===== config.mk =====
export PLATFORM = sky130hd
export DESIGN_NAME = uart_rx
export DESIGN_NICKNAME = d
export VERILOG_FILES = /design/src/rtl/uart_rx_pkg.sv /design/src/rtl/uart_rx_sync_2ff.sv /design/src/rtl/uart_rx.sv
export SDC_FILE = /design/constraint.sdc
export NUM_CORES = 1
export LEC_CHECK = 0
export CAP_MARGIN = 25
export CORE_MARGIN = 2
export CORE_UTILIZATION = 50
export CTS_CLUSTER_SIZE = 10
export DETAILED_ROUTE_END_ITERATION = 12
export GPL_ROUTABILITY_DRIVEN = 0
export PLACE_DENSITY_LB_ADDON = 0.12
export SLEW_MARGIN = 20
export SYNTH_ARGS = -nofsm -noshare
export SYNTH_HDL_FRONTEND = slang
export SYNTH_SLANG_ARGS = --single-unit

===== constraint.sdc =====
create_clock -name clk -period 1.6 [get_ports clk]
set_input_delay 0.24 -clock clk [delete_from_list [all_inputs] [get_ports clk]]
set_output_delay 0.24 -clock clk [all_outputs]
set_load 0.05 [all_outputs]

===== src/rtl/uart_rx_pkg.sv =====
// Shared UART definitions: baud divider helper, frame shape and receiver state codes.
package uart_rx_pkg;

   // Frame shape for 8N1 links.
   localparam int DATA_BITS = 8;
   localparam int STOP_BITS = 1;
   localparam int BIT_CNT_W = $clog2(DATA_BITS);

   // Receiver state encodings, kept as named codes so uart_tx and debug tools agree on them.
   localparam logic [2:0] RX_IDLE  = 3'd0;
   localparam logic [2:0] RX_START = 3'd1;
   localparam logic [2:0] RX_DATA  = 3'd2;
   localparam logic [2:0] RX_STOP  = 3'd3;
   localparam logic [2:0] RX_BREAK = 3'd4;

   typedef enum logic [2:0] {
      ST_IDLE  = RX_IDLE,
      ST_START = RX_START,
      ST_DATA  = RX_DATA,
      ST_STOP  = RX_STOP,
      ST_BREAK = RX_BREAK
   } rx_state_t;

   // Clocks per bit period; plain integer division, so the chosen clock/baud pair must
   // leave the truncation error small enough for the far end to stay in tolerance.
   function automatic int clks_per_bit(input int clk_freq, input int baud);
      return clk_freq / baud;
   endfunction

endpackage


===== src/rtl/uart_rx_sync_2ff.sv =====
// Generic two-flop synchronizer for asynchronous single-bit pin inputs.
module sync_2ff #(
   parameter logic RESET_VAL = 1'b1
) (
   input  logic clk,
   input  logic rst,
   input  logic d,
   output logic q
);

   logic meta;

   // Two back-to-back flops give the first stage a full cycle to resolve metastability.
   always_ff @(posedge clk) begin
      if (rst) begin
         meta <= RESET_VAL;
         q    <= RESET_VAL;
      end else begin
         meta <= d;
         q    <= meta;
      end
   end

endmodule


===== src/rtl/uart_rx.sv =====
// 8N1 serial receiver with a one-byte holding register, framing-error and overrun pulses.
module uart_rx
   import uart_rx_pkg::*;
#(
   parameter int CLK_FREQ     = 12_000_000,
   parameter int BAUD         = 115200,
   parameter int CLKS_PER_BIT = clks_per_bit(CLK_FREQ, BAUD)
) (
   input  logic                 clk,
   input  logic                 rst,
   input  logic                 rxd,
   output logic [DATA_BITS-1:0] rx_byte,
   output logic                 rx_valid,
   input  logic                 rx_ready,
   output logic                 rx_busy,
   output logic                 rx_frame_err,
   output logic                 rx_overrun
);

   localparam int CNT_W = $clog2(CLKS_PER_BIT);
   localparam logic [CNT_W-1:0] CNT_LAST = CNT_W'(CLKS_PER_BIT - 1);
   localparam logic [CNT_W-1:0] CNT_HALF = CNT_W'(CLKS_PER_BIT / 2 - 1);
   localparam logic [BIT_CNT_W-1:0] BIT_LAST = BIT_CNT_W'(DATA_BITS - 1);

   logic                 rxd_s;
   rx_state_t            state;
   logic [CNT_W-1:0]     baud_cnt;
   logic [BIT_CNT_W-1:0] bit_cnt;
   logic [DATA_BITS-1:0] shift_reg;

   sync_2ff #(.RESET_VAL(1'b1)) u_sync (
      .clk (clk),
      .rst (rst),
      .d   (rxd),
      .q   (rxd_s)
   );

   // Frame FSM with its counters and all registered outputs; start is sampled at mid-bit,
   // every later bit one full bit period after the previous sample point.
   always_ff @(posedge clk) begin
      if (rst) begin
         state        <= ST_IDLE;
         baud_cnt     <= '0;
         bit_cnt      <= '0;
         shift_reg    <= '0;
         rx_byte      <= '0;
         rx_valid     <= 1'b0;
         rx_busy      <= 1'b0;
         rx_frame_err <= 1'b0;
         rx_overrun   <= 1'b0;
      end else begin
         rx_frame_err <= 1'b0;
         rx_overrun   <= 1'b0;
         if (rx_valid && rx_ready) begin
            rx_valid <= 1'b0;
         end

         case (state)
            ST_IDLE: begin
               if (!rxd_s) begin
                  baud_cnt <= '0;
                  rx_busy  <= 1'b1;
                  state    <= ST_START;
               end
            end

            ST_START: begin
               if (baud_cnt == CNT_HALF) begin
                  baud_cnt <= '0;
                  if (!rxd_s) begin
                     bit_cnt <= '0;
                     state   <= ST_DATA;
                  end else begin
                     rx_busy <= 1'b0;
                     state   <= ST_IDLE;
                  end
               end else begin
                  baud_cnt <= baud_cnt + 1'b1;
               end
            end

            ST_DATA: begin
               if (baud_cnt == CNT_LAST) begin
                  baud_cnt  <= '0;
                  shift_reg <= {rxd_s, shift_reg[DATA_BITS-1:1]};
                  bit_cnt   <= bit_cnt + 1'b1;
                  if (bit_cnt == BIT_LAST) begin
                     state <= ST_STOP;
                  end
               end else begin
                  baud_cnt <= baud_cnt + 1'b1;
               end
            end

            ST_STOP: begin
               if (baud_cnt == CNT_LAST) begin
                  baud_cnt <= '0;
                  if (rxd_s) begin
                     rx_busy <= 1'b0;
                     state   <= ST_IDLE;
                     if (!rx_valid || rx_ready) begin
                        rx_byte  <= shift_reg;
                        rx_valid <= 1'b1;
                     end else begin
                        rx_overrun <= 1'b1;
                     end
                  end else begin
                     rx_frame_err <= 1'b1;
                     state        <= ST_BREAK;
                  end
               end else begin
                  baud_cnt <= baud_cnt + 1'b1;
               end
            end

            ST_BREAK: begin
               if (rxd_s) begin
                  rx_busy <= 1'b0;
                  state   <= ST_IDLE;
               end
            end

            default: begin
               rx_busy <= 1'b0;
               state   <= ST_IDLE;
            end
         endcase
      end
   end

endmodule


---- Word level (Yosys, flattened, before mapping) ----
Index checks and enable logic that the tools add are counted.
operators by class
  add/sub/neg operators ................... 2
  multipliers ............................. 0
  divide/modulo/power cells ............... 0
  $lt $le $gt $ge ......................... 0
  equality and inequality tests ........... 14
  shift-type cells ........................ 0
  mux-type cells .......................... 29
  bitwise logic cells ..................... 4
  reduce and logical (&&, ||, !) cells .... 15
operators by type and width
  operator                                                               count
  3-bit 2-to-1 mux                                                       10
  7-bit 2-to-1 mux                                                       3
  7-bit case mux with 3 select lines                                     1
  3-bit case mux with 5 select lines                                     1
  2-bit inequality test, second input constant                           6
  4-bit AND reduction                                                    3
  1-bit 2-to-1 mux                                                       11
  7-bit by 1-bit adder with 7-bit output, second input constant          1
  7-bit by 6-bit equality test with 1-bit output, second input constant  1
  7-bit equality test, second input constant                             1
  3-bit by 2-bit equality test with 1-bit output, second input constant  2
  3-bit equality test, second input constant                             2
  3-bit case mux with 2 select lines                                     1
  6-bit AND reduction                                                    1
  1-bit case mux with 5 select lines                                     1
  1-bit inverter                                                         4
  2-bit AND reduction                                                    2
  4-bit OR reduction                                                     1
  3-bit by 1-bit adder with 3-bit output, second input constant          1
  3-bit by 1-bit equality test with 1-bit output, second input constant  1
  3-bit logical NOT                                                      1
  3-bit nonzero test                                                     1
  3-bit OR reduction                                                     1
  2-bit 2-to-1 mux                                                       1
  6 further kinds                                                        6
storage, ports and cells
  register bits ........................... 35
  latch bits .............................. 0
  bits in writable memories ............... 0
  ROM bits ................................ 0
  input port bits ......................... 4
  output and inout bits ................... 12
  memories kept ........................... 0

---- Logic depth before layout (Yosys ltp) ----
Gate-level depths: netlist of the first run.
  depth after elaboration ................. 6
  depth in mapped cells ................... 6
  gate-level depth less buffers ........... 5

---- Hierarchy ----
Synthesis of the first run repeated with hierarchy kept, for this count alone.
second synthesis, totals
  cell total of the unflattened synthesis .. 179
  area, all modules ....................... 1,586.5 µm²
by module, submodules not included
  module    times used  cells each  area each (µm²)  seq. area each (µm²)
  uart_rx   1           175         1,534.0          660.6
  sync_2ff  1           4           52.6             40.0

---- Least setup slack after synthesis of the first run ----
Ideal clock, no wire load.
  path kind ............................... register -> register
  from .................................... register baud_cnt[0]
  to ...................................... register shift_reg[0]
  setup time .............................. 0.128 ns
  data arrival time ....................... 1.345 ns
  setup slack ............................. 0.128 ns
  stages on the path, launching flop included .. 7
  buffers on the path ..................... 1
  period minus slack after synthesis ...... 1.472 ns
  cells stage by stage .................... dfxtp_1 ha_1 nand2_1 nor4_2 buf_4 mux2i_1 nor2_1
between the ends
  cells in the longest elaborated chain, start to end .. 2
ends and longest elaborated chain
  item                           RTL line        RTL
  start, declared                uart_rx.sv:27   logic [CNT_W-1:0] baud_cnt;
  start signal, assigned         uart_rx.sv:78   baud_cnt <= baud_cnt + 1'b1;
  start signal, assigned         uart_rx.sv:91   baud_cnt <= baud_cnt + 1'b1;
  start signal, assigned         uart_rx.sv:112  baud_cnt <= baud_cnt + 1'b1;
  7-bit equality test            uart_rx.sv:83   if (baud_cnt == CNT_LAST) begin
  2-bit AND reduction (no line)  --
  end signal, assigned           uart_rx.sv:85   shift_reg <= {rxd_s, shift_reg[DATA_BITS-1:1]};
  end, declared                  uart_rx.sv:29   logic [DATA_BITS-1:0] shift_reg;
Every way passes these cells.
A chain may end at the register's enable or synchronous reset.

---- Final worst setup path of the first run ----
  from .................................... register baud_cnt[0]
  to ...................................... register baud_cnt[3]
between the ends
  cells in the longest elaborated chain, start to end .. 3
ends and longest elaborated chain
  item                                                                  RTL line                                      RTL
  7-bit by 1-bit adder with 7-bit output, or another cell as far along  uart_rx.sv:78, uart_rx.sv:91, uart_rx.sv:112
  7-bit 2-to-1 mux (on tied branches)                                   uart_rx.sv:83, uart_rx.sv:96, uart_rx.sv:68
  7-bit case mux with 3 select lines *                                  uart_rx.sv:58                                 case (state)
Every way passes the cells marked *; elsewhere a longest branch is shown, timed or not.

==> results of run 1 <==
kinds of logic (layout without fill, tap and decap cells):
family | after synthesis | after routing | share of synthesized area, %
compound gates | 54 | 54 | 21.45
fa+ha+maj | 3 | 3 | 2.258
buf+inv | 17 | 42 | 4.514
flops | 35 | 35 | 42.14
mux | 9 | 9 | 5.418
simple gates | 71 | 71 | 24.23
per-stage QoR:
step	total power [mW]	hold slack, ns	instance area, um^2	setup TNS (ns)	worst slack, ns
floorplan	0.9537	0.3438	1663	0	0.1276
global placement	0.9788	0.4017	1861	0	0.06442
detailed placement	0.9808	0.3997	1861	0	0.004958
CTS	1.450	0.4250	1938	0	0.001713
global route	1.513	0.4427	1991	-0.02993	-0.02993
finish	1.438	0.4213	1991	0	0.05539
worst paths after layout:
kind | start | to | slack, ns | depth (start not counted)
max | baud_cnt[0]$_SDFFE_PP0P_ | baud_cnt[3]$_SDFFE_PP0P_ | 0.06 | 6
min | u_sync.meta$_SDFF_PP1_ | u_sync.q$_SDFF_PP1_ | 0.42 | 1
max reg2reg | baud_cnt[0]$_SDFFE_PP0P_ | baud_cnt[3]$_SDFFE_PP0P_ | 0.06 | 6
min reg2reg | u_sync.meta$_SDFF_PP1_ | u_sync.q$_SDFF_PP1_ | 0.42 | 1
synthesized netlist by cell type, types with 2 or more instances:
| library cell | count | area, um^2 |
|---|---|---|
| sky130_fd_sc_hd__dfxtp_1 | 35 | 700.7 |
| sky130_fd_sc_hd__a21oi_1 | 18 | 90.09 |
| sky130_fd_sc_hd__nor2_1 | 15 | 56.30 |
| sky130_fd_sc_hd__nand2_1 | 14 | 52.55 |
| sky130_fd_sc_hd__nand3_1 | 14 | 70.07 |
| sky130_fd_sc_hd__o21ai_0 | 14 | 70.07 |
| sky130_fd_sc_hd__mux2i_1 | 9 | 90.09 |
| sky130_fd_sc_hd__inv_1 | 6 | 22.52 |
| sky130_fd_sc_hd__clkbuf_1 | 5 | 18.77 |
| sky130_fd_sc_hd__nor3_1 | 4 | 20.02 |
| sky130_fd_sc_hd__o2111ai_1 | 4 | 35.03 |
| sky130_fd_sc_hd__o21ai_1 | 4 | 20.02 |
| sky130_fd_sc_hd__o221ai_1 | 4 | 35.03 |
| sky130_fd_sc_hd__buf_2 | 3 | 15.01 |
| sky130_fd_sc_hd__ha_1 | 3 | 37.54 |
| sky130_fd_sc_hd__nand2b_1 | 3 | 18.77 |
| sky130_fd_sc_hd__nor3b_1 | 3 | 22.52 |
| sky130_fd_sc_hd__nor4_1 | 3 | 18.77 |
| sky130_fd_sc_hd__buf_4 | 2 | 15.01 |
| sky130_fd_sc_hd__nor2b_1 | 2 | 12.51 |
| sky130_fd_sc_hd__or2_2 | 2 | 12.51 |
timing repair:
item / 4_1_cts / 5_1_grt
resized for setup: 3 / 12
gates cloned: 1 / 0
setup endpoints to repair: 6 / 28
pin swaps: 1 / 3
setup buffers: 0 / 2
layout make-up:
cell class / instances / area share (%)
Clock inverter: 2 / 0.6285
Multi-Input combinational cell: 137 / 46.95
Sequential cell: 35 / 35.51
Inverter: 6 / 1.131
Timing Repair Buffer: 28 / 10.94
Clock buffer: 6 / 2.074
Tap cell: 44 / 2.766
power breakdown:
group	switching, mW	internal, mW	total [mW]	leakage (nW)
combinational	0.0488	0.0326	0.0815	0.370
clock	0.301	0.169	0.471	0.0282
sequential	0.00840	0.878	0.886	0.285
metal layers:
layer	wire [um]	up-vias	GRT usage, %
li1	-	740	-
met1	1724	709	31.27
met2	1775	42	34.14
met3	196	4	4.412
met4	40	0	9.119
met5	0	-	0
cell usage in the layout (no fill, tap or decap), types with 3 or more instances in the layout:
| master | n |
|---|---|
| sky130_fd_sc_hd__a21oi_1 | 18 |
| sky130_fd_sc_hd__buf_4 | 25 |
| sky130_fd_sc_hd__clkbuf_4 | 5 |
| sky130_fd_sc_hd__clkdlybuf4s50_1 | 3 |
| sky130_fd_sc_hd__dfxtp_1 | 30 |
| sky130_fd_sc_hd__dfxtp_2 | 5 |
| sky130_fd_sc_hd__inv_1 | 6 |
| sky130_fd_sc_hd__mux2i_1 | 9 |
| sky130_fd_sc_hd__nand2_1 | 14 |
| sky130_fd_sc_hd__nand3_1 | 14 |
| sky130_fd_sc_hd__nor2_1 | 15 |
| sky130_fd_sc_hd__nor3_1 | 4 |
| sky130_fd_sc_hd__nor3b_1 | 3 |
| sky130_fd_sc_hd__nor4_1 | 3 |
| sky130_fd_sc_hd__o2111ai_1 | 3 |
| sky130_fd_sc_hd__o21ai_0 | 13 |
| sky130_fd_sc_hd__o21ai_1 | 5 |
| sky130_fd_sc_hd__o221ai_1 | 4 |
==> run_summary.xml, run 1 <==
<?xml version="1.0" encoding="UTF-8"?>
<metrics>
  <group name="timing">
    <metric name="min_period_over_period" unit="%">96.54</metric>
    <metric name="tightestPinTransition" unit="ns">0.3794</metric>
    <metric name="finClkSkew" unit="ns">0.007731</metric>
    <metric name="final-max-slew-violation-count" unit="">0</metric>
    <metric name="maxClockFrequency" unit="GHz">0.6474</metric>
    <metric name="fin_crit" unit="ns">1.545</metric>
    <metric name="max_slew_margin" unit="%">74.61</metric>
    <metric name="timing_hold_violations_final" unit="">0</metric>
    <metric name="report.final.setup_viol" unit="">0</metric>
  </group>
  <group name="placed_design">
    <metric name="dpl.cell_count" unit="">247</metric>
    <metric name="placed_wire_length_estimate" unit="um">2556</metric>
    <metric name="portBuffers" unit="">15</metric>
  </group>
  <group name="floorplanning">
    <metric name="die_span_in_x" unit="um">61.67</metric>
    <metric name="ios" unit="">16</metric>
    <metric name="floorplan.die.height" unit="um">61.67</metric>
    <metric name="std_cell_rows" unit="">20</metric>
    <metric name="initial_core_util" unit="%">53.59</metric>
    <metric name="floorplan.die_area" unit="um^2">3803</metric>
    <metric name="floorplan.core_area" unit="um^2">3103</metric>
  </group>
  <group name="clock_network">
    <metric name="clockBufferDepth" unit="">2</metric>
    <metric name="ctsHtreeMaxLevel" unit="">2</metric>
    <metric name="tritoncts" unit="">built</metric>
    <metric name="holdBufCountCts" unit="">0</metric>
    <metric name="cts.sinks" unit="">35</metric>
    <metric name="number_of_buffers_added_by_the_clock_tree_synthesis_step" unit="">5</metric>
    <metric name="insertion_delay" unit="ns">0.34</metric>
    <metric name="clkSlewWorstSetupHoldPaths" unit="ns">0.11</metric>
    <metric name="cts_root_buf" unit="">sky130_fd_sc_hd__clkbuf_4</metric>
  </group>
  <group name="global_routing">
    <metric name="grt_use_total" unit="%">22.47</metric>
    <metric name="grt_antenna_before_repair" unit="">0</metric>
    <metric name="grt-ovfl-total" unit="">0</metric>
    <metric name="grt_pass1_vias" unit="">1389</metric>
    <metric name="grt_pass1_wl" unit="um">6216</metric>
    <metric name="grt_max_degree" unit="">22</metric>
  </group>
  <group name="routing">
    <metric name="final_routed_wirelength" unit="um">3736</metric>
    <metric name="routed_wire_length_per_instance" unit="um">14.48</metric>
    <metric name="via_per_inst" unit="">5.795</metric>
    <metric name="drt-initial-drc-count" unit="">74</metric>
    <metric name="vias" unit="">1495</metric>
    <metric name="number_of_detailed_route_iterations_in_the_first_pass" unit="">4</metric>
    <metric name="drc" unit="">0</metric>
    <metric name="detail-route-antenna-nets" unit="">0</metric>
  </group>
  <group name="logic_synthesis">
    <metric name="postSynthNetCount" unit="">196</metric>
    <metric name="yosys_synthesis_warning_count" unit="">0</metric>
    <metric name="synth-main-ff-cell" unit="">sky130_fd_sc_hd__dfxtp_1</metric>
    <metric name="synthesis.area_per_instance" unit="um^2">8.798</metric>
    <metric name="synth.lib_cells_used.distinct" unit="">43</metric>
    <metric name="synth_edf_count" unit="">0</metric>
    <metric name="mappedNetlistArea" unit="um^2">1663</metric>
    <metric name="synth_cells" unit="">189</metric>
    <metric name="synth_sequential_area_ratio" unit="%">42.14</metric>
    <metric name="synthArstFlopShare" unit="%">0</metric>
    <metric name="yosys_register_bits" unit="">35</metric>
  </group>
  <group name="worst_setup_path">
    <metric name="endpoint_kind" unit="">flip-flop</metric>
    <metric name="highest_fanout_seen_on_the_critical_path" unit="">7</metric>
    <metric name="critPathRequiredTime" unit="ns">1.82</metric>
    <metric name="criticalPathCategory" unit="">flip-flop to flip-flop</metric>
    <metric name="slowest_stage" unit="">sky130_fd_sc_hd__dfxtp_1</metric>
    <metric name="cp_top_family" unit="">compound AO/OA/AOI/OAI gates</metric>
    <metric name="crit_path_max_incr_delay" unit="ns">0.38</metric>
    <metric name="worst_path_cell_trace" unit="">ha_4 -&gt; and4bb_4 -&gt; a211oi_4 -&gt; buf_4 -&gt; o2111ai_1 -&gt; o221ai_1</metric>
    <metric name="path_buf_inv" unit="">1</metric>
    <metric name="start_kind" unit="">flip-flop</metric>
    <metric name="cp.arrival" unit="ns">1.76</metric>
  </group>
  <group name="final_layout">
    <metric name="number_of_inserted_diodes" unit="">0</metric>
    <metric name="post_route_cells_drive_above_1_share" unit="%">24.77</metric>
    <metric name="seq_area" unit="um^2">706.9</metric>
    <metric name="instances_no_fill" unit="">258</metric>
    <metric name="finish.utilization" unit="%">64.15</metric>
    <metric name="multi_input_comb_area" unit="um^2">934.6</metric>
    <metric name="fillers" unit="">297</metric>
    <metric name="finish.net_count" unit="">220</metric>
    <metric name="syn_to_final_growth" unit="%">19.71</metric>
  </group>
  <group name="flow_run">
    <metric name="max_cap_violations" unit="">0</metric>
  </group>
  <group name="min_path">
    <metric name="hold_class" unit="">flip-flop to flip-flop</metric>
  </group>
  <group name="power">
    <metric name="leakage" unit="nW">0.6833</metric>
    <metric name="power-per-cell-area" unit="nW/um^2">722.5</metric>
    <metric name="worst_vdd_ir" unit="mV">0.5077</metric>
  </group>
  <group name="status">
    <metric name="status" unit="">finished, final reports clean</metric>
  </group>
</metrics>
Note: power is estimated with default switching activity, not from simulation.
==> run 2: changes to the inputs <==
- ABC_CLOCK_PERIOD_IN_PS: default -> 1600
- CELL_PAD_IN_SITES_DETAIL_PLACEMENT: default -> 1
- CELL_PAD_IN_SITES_GLOBAL_PLACEMENT: default -> 2
- CORE_UTILIZATION: 50 -> 31
- CTS_CLUSTER_SIZE: 10 -> 14
==> run 2 against run 1 <==
Effect of this change: register-to-register slack better by 0.04 ns; highest routed layer unchanged; sequential power hardly changed; global-route usage is 6.1 points lower; utilization is 23 points lower; worst setup slack better by 0.043 ns; final cell count is 12% higher; combinational power is 7.9% higher; die area is 57% higher; critical path depth stayed put.
==> run_summary.xml, run 2 (synthesized netlist as in run 1, its figures left out) <==
<?xml version="1.0" encoding="UTF-8"?>
<metrics>
  <group name="status">
    <metric name="status" unit="">finished, final reports clean</metric>
  </group>
  <group name="min_path">
    <metric name="min_delay_path_depth" unit="">1</metric>
    <metric name="hp-start" unit="">u_sync.meta$_SDFF_PP1_</metric>
    <metric name="hold_class" unit="">flip-flop to flip-flop</metric>
  </group>
  <group name="floorplanning">
    <metric name="ios" unit="">16</metric>
    <metric name="floorplan.core_area" unit="um^2">5140</metric>
    <metric name="floorplan.die_area" unit="um^2">5966</metric>
    <metric name="initial_core_util" unit="%">32.35</metric>
    <metric name="floorplan.die.height" unit="um">77.24</metric>
    <metric name="std_cell_rows" unit="">26</metric>
    <metric name="die_span_in_x" unit="um">77.24</metric>
  </group>
  <group name="power">
    <metric name="power-per-cell-area" unit="nW/um^2">840.5</metric>
    <metric name="worst_vdd_ir" unit="mV">0.3930</metric>
    <metric name="leakage" unit="nW">0.7504</metric>
    <metric name="post-layout-total-power" unit="mW">1.791</metric>
  </group>
  <group name="worst_setup_path">
    <metric name="start_kind" unit="">flip-flop</metric>
    <metric name="timing.reg2reg.worst_path_depth" unit="">6</metric>
    <metric name="criticalPathCategory" unit="">flip-flop to flip-flop</metric>
    <metric name="highest_fanout_seen_on_the_critical_path" unit="">7</metric>
    <metric name="critPathRequiredTime" unit="ns">1.77</metric>
    <metric name="worst_setup_path_startpoint" unit="">baud_cnt[3]$_SDFFE_PP0P_</metric>
    <metric name="cp.arrival" unit="ns">1.67</metric>
    <metric name="worst_r2r_startpoint" unit="">baud_cnt[3]$_SDFFE_PP0P_</metric>
    <metric name="setup.reg_to_reg.worst_slack" unit="ns">0.1</metric>
    <metric name="endpoint_kind" unit="">flip-flop</metric>
  </group>
  <group name="timing">
    <metric name="fin_tns_setup" unit="ns">0</metric>
    <metric name="rsz0062_at_grt" unit="">no</metric>
    <metric name="finClkSkew" unit="ns">0.006616</metric>
    <metric name="report.final.setup_viol" unit="">0</metric>
    <metric name="max_slew_margin" unit="%">68.99</metric>
    <metric name="min_period_over_period" unit="%">93.85</metric>
    <metric name="tightestPinTransition" unit="ns">0.4608</metric>
    <metric name="fin_crit" unit="ns">1.502</metric>
    <metric name="maxClockFrequency" unit="GHz">0.6660</metric>
    <metric name="timing_hold_violations_final" unit="">0</metric>
    <metric name="final-max-slew-violation-count" unit="">0</metric>
  </group>
  <group name="placed_design">
    <metric name="portBuffers" unit="">15</metric>
    <metric name="placed_wire_length_estimate" unit="um">3405</metric>
    <metric name="dpl.cell_count" unit="">280</metric>
    <metric name="placement.cell_area" unit="um^2">1946</metric>
  </group>
  <group name="final_layout">
    <metric name="post_route_cells_drive_above_1_share" unit="%">27.27</metric>
    <metric name="syn_to_final_growth" unit="%">28.14</metric>
    <metric name="layout.cells.most_common_list" unit="">sky130_fd_sc_hd__buf_4, sky130_fd_sc_hd__dfxtp_1, sky130_fd_sc_hd__a21oi_1</metric>
    <metric name="finish.net_count" unit="">226</metric>
    <metric name="number_of_inserted_diodes" unit="">0</metric>
    <metric name="seq_area" unit="um^2">706.9</metric>
    <metric name="multi_input_comb_area" unit="um^2">938.4</metric>
    <metric name="mostFrequentLayoutCell" unit="">sky130_fd_sc_hd__buf_4</metric>
    <metric name="postLayoutCellArea" unit="um^2">2131</metric>
    <metric name="fillers" unit="">620</metric>
    <metric name="finish.utilization" unit="%">41.46</metric>
    <metric name="instances_no_fill" unit="">290</metric>
  </group>
  <group name="global_routing">
    <metric name="grt_pass1_wl" unit="um">7555</metric>
    <metric name="grt_pass1_vias" unit="">1501</metric>
    <metric name="grt_use_total" unit="%">16.42</metric>
    <metric name="grt-ovfl-total" unit="">0</metric>
    <metric name="grt_antenna_before_repair" unit="">0</metric>
    <metric name="grt_max_degree" unit="">19</metric>
  </group>
  <group name="routing">
    <metric name="drt-initial-drc-count" unit="">50</metric>
    <metric name="drc" unit="">0</metric>
    <metric name="vias" unit="">1518</metric>
    <metric name="number_of_detailed_route_iterations_in_the_first_pass" unit="">4</metric>
    <metric name="detail-route-antenna-nets" unit="">0</metric>
    <metric name="routed_wire_length_per_instance" unit="um">16.09</metric>
    <metric name="via_per_inst" unit="">5.234</metric>
    <metric name="final_routed_wirelength" unit="um">4667</metric>
  </group>
  <group name="clock_network">
    <metric name="clockBufferDepth" unit="">2</metric>
    <metric name="insertion_delay" unit="ns">0.30</metric>
    <metric name="number_of_buffers_added_by_the_clock_tree_synthesis_step" unit="">5</metric>
    <metric name="clkSlewWorstSetupHoldPaths" unit="ns">0.08</metric>
    <metric name="tritoncts" unit="">built</metric>
    <metric name="ctsHtreeMaxLevel" unit="">2</metric>
    <metric name="cts.sinks" unit="">35</metric>
    <metric name="cts_root_buf" unit="">sky130_fd_sc_hd__clkbuf_8</metric>
    <metric name="holdBufCountCts" unit="">0</metric>
  </group>
  <group name="flow_run">
    <metric name="max_cap_violations" unit="">0</metric>
  </group>
</metrics>
==> run 2: worst max-delay path, cell delays in order (launching register included) <==
cell,delay (ns)
sky130_fd_sc_hd__dfxtp_1,0.35
sky130_fd_sc_hd__buf_4,0.16
sky130_fd_sc_hd__and2b_4,0.30
sky130_fd_sc_hd__a211oi_4,0.07
sky130_fd_sc_hd__buf_4,0.16
sky130_fd_sc_hd__o2111ai_1,0.18
sky130_fd_sc_hd__o221ai_1,0.15
==> run 2: power breakdown <==
| group | internal (mW) | switching, mW | total, mW |
|---|---|---|---|
| logic | 0.0364 | 0.0516 | 0.0879 |
| clock network | 0.464 | 0.352 | 0.816 |
| registers | 0.878 | 0.00944 | 0.887 |
| total | 1.38 | 0.413 | 1.79 |
==> run 2: final timing paths <==
kind,end
max,baud_cnt[4]$_SDFFE_PP0P_
min,u_sync.q$_SDFF_PP1_
min reg2reg,u_sync.q$_SDFF_PP1_
max reg2reg,baud_cnt[4]$_SDFFE_PP0P_
==> run 2: timing repair <==
item | 4_1_cts | 5_1_grt
cloned | 1 | 0
gates resized for setup | 3 | 13
buffers inserted | 0 | 1
pin swaps | 2 | 2
setup endpoints to repair | 3 | 28
==> run 2: metrics by stage <==
| stage | hold slack [ns] | setup WS, ns |
|---|---|---|
| floorplan | 0.3438 | 0.1276 |
| global placement | 0.3939 | 0.04811 |
| detailed placement | 0.3988 | -0.01115 |
| CTS | 0.4195 | 0.006694 |
| global route | 0.4333 | 0.002277 |
| finish | 0.4138 | 0.09843 |
==> run 2: area by class of cell <==
class	count	share of cell area, %
clock buffers	5	3.230
clock inverters	3	2.055
inverters	6	1.057
multi-input cells	137	44.04
flip-flops and latches	35	33.18
well taps	70	4.110
repair buffers	34	12.33
==> run 2: per-layer routing <==
layer	global-route usage, %	wire length (um)	up-vias
met2	26.52	2268	21
met5	0	0	-
met4	6.429	84	0
li1	-	-	748
met3	4.235	115	8
met1	20.87	2200	741
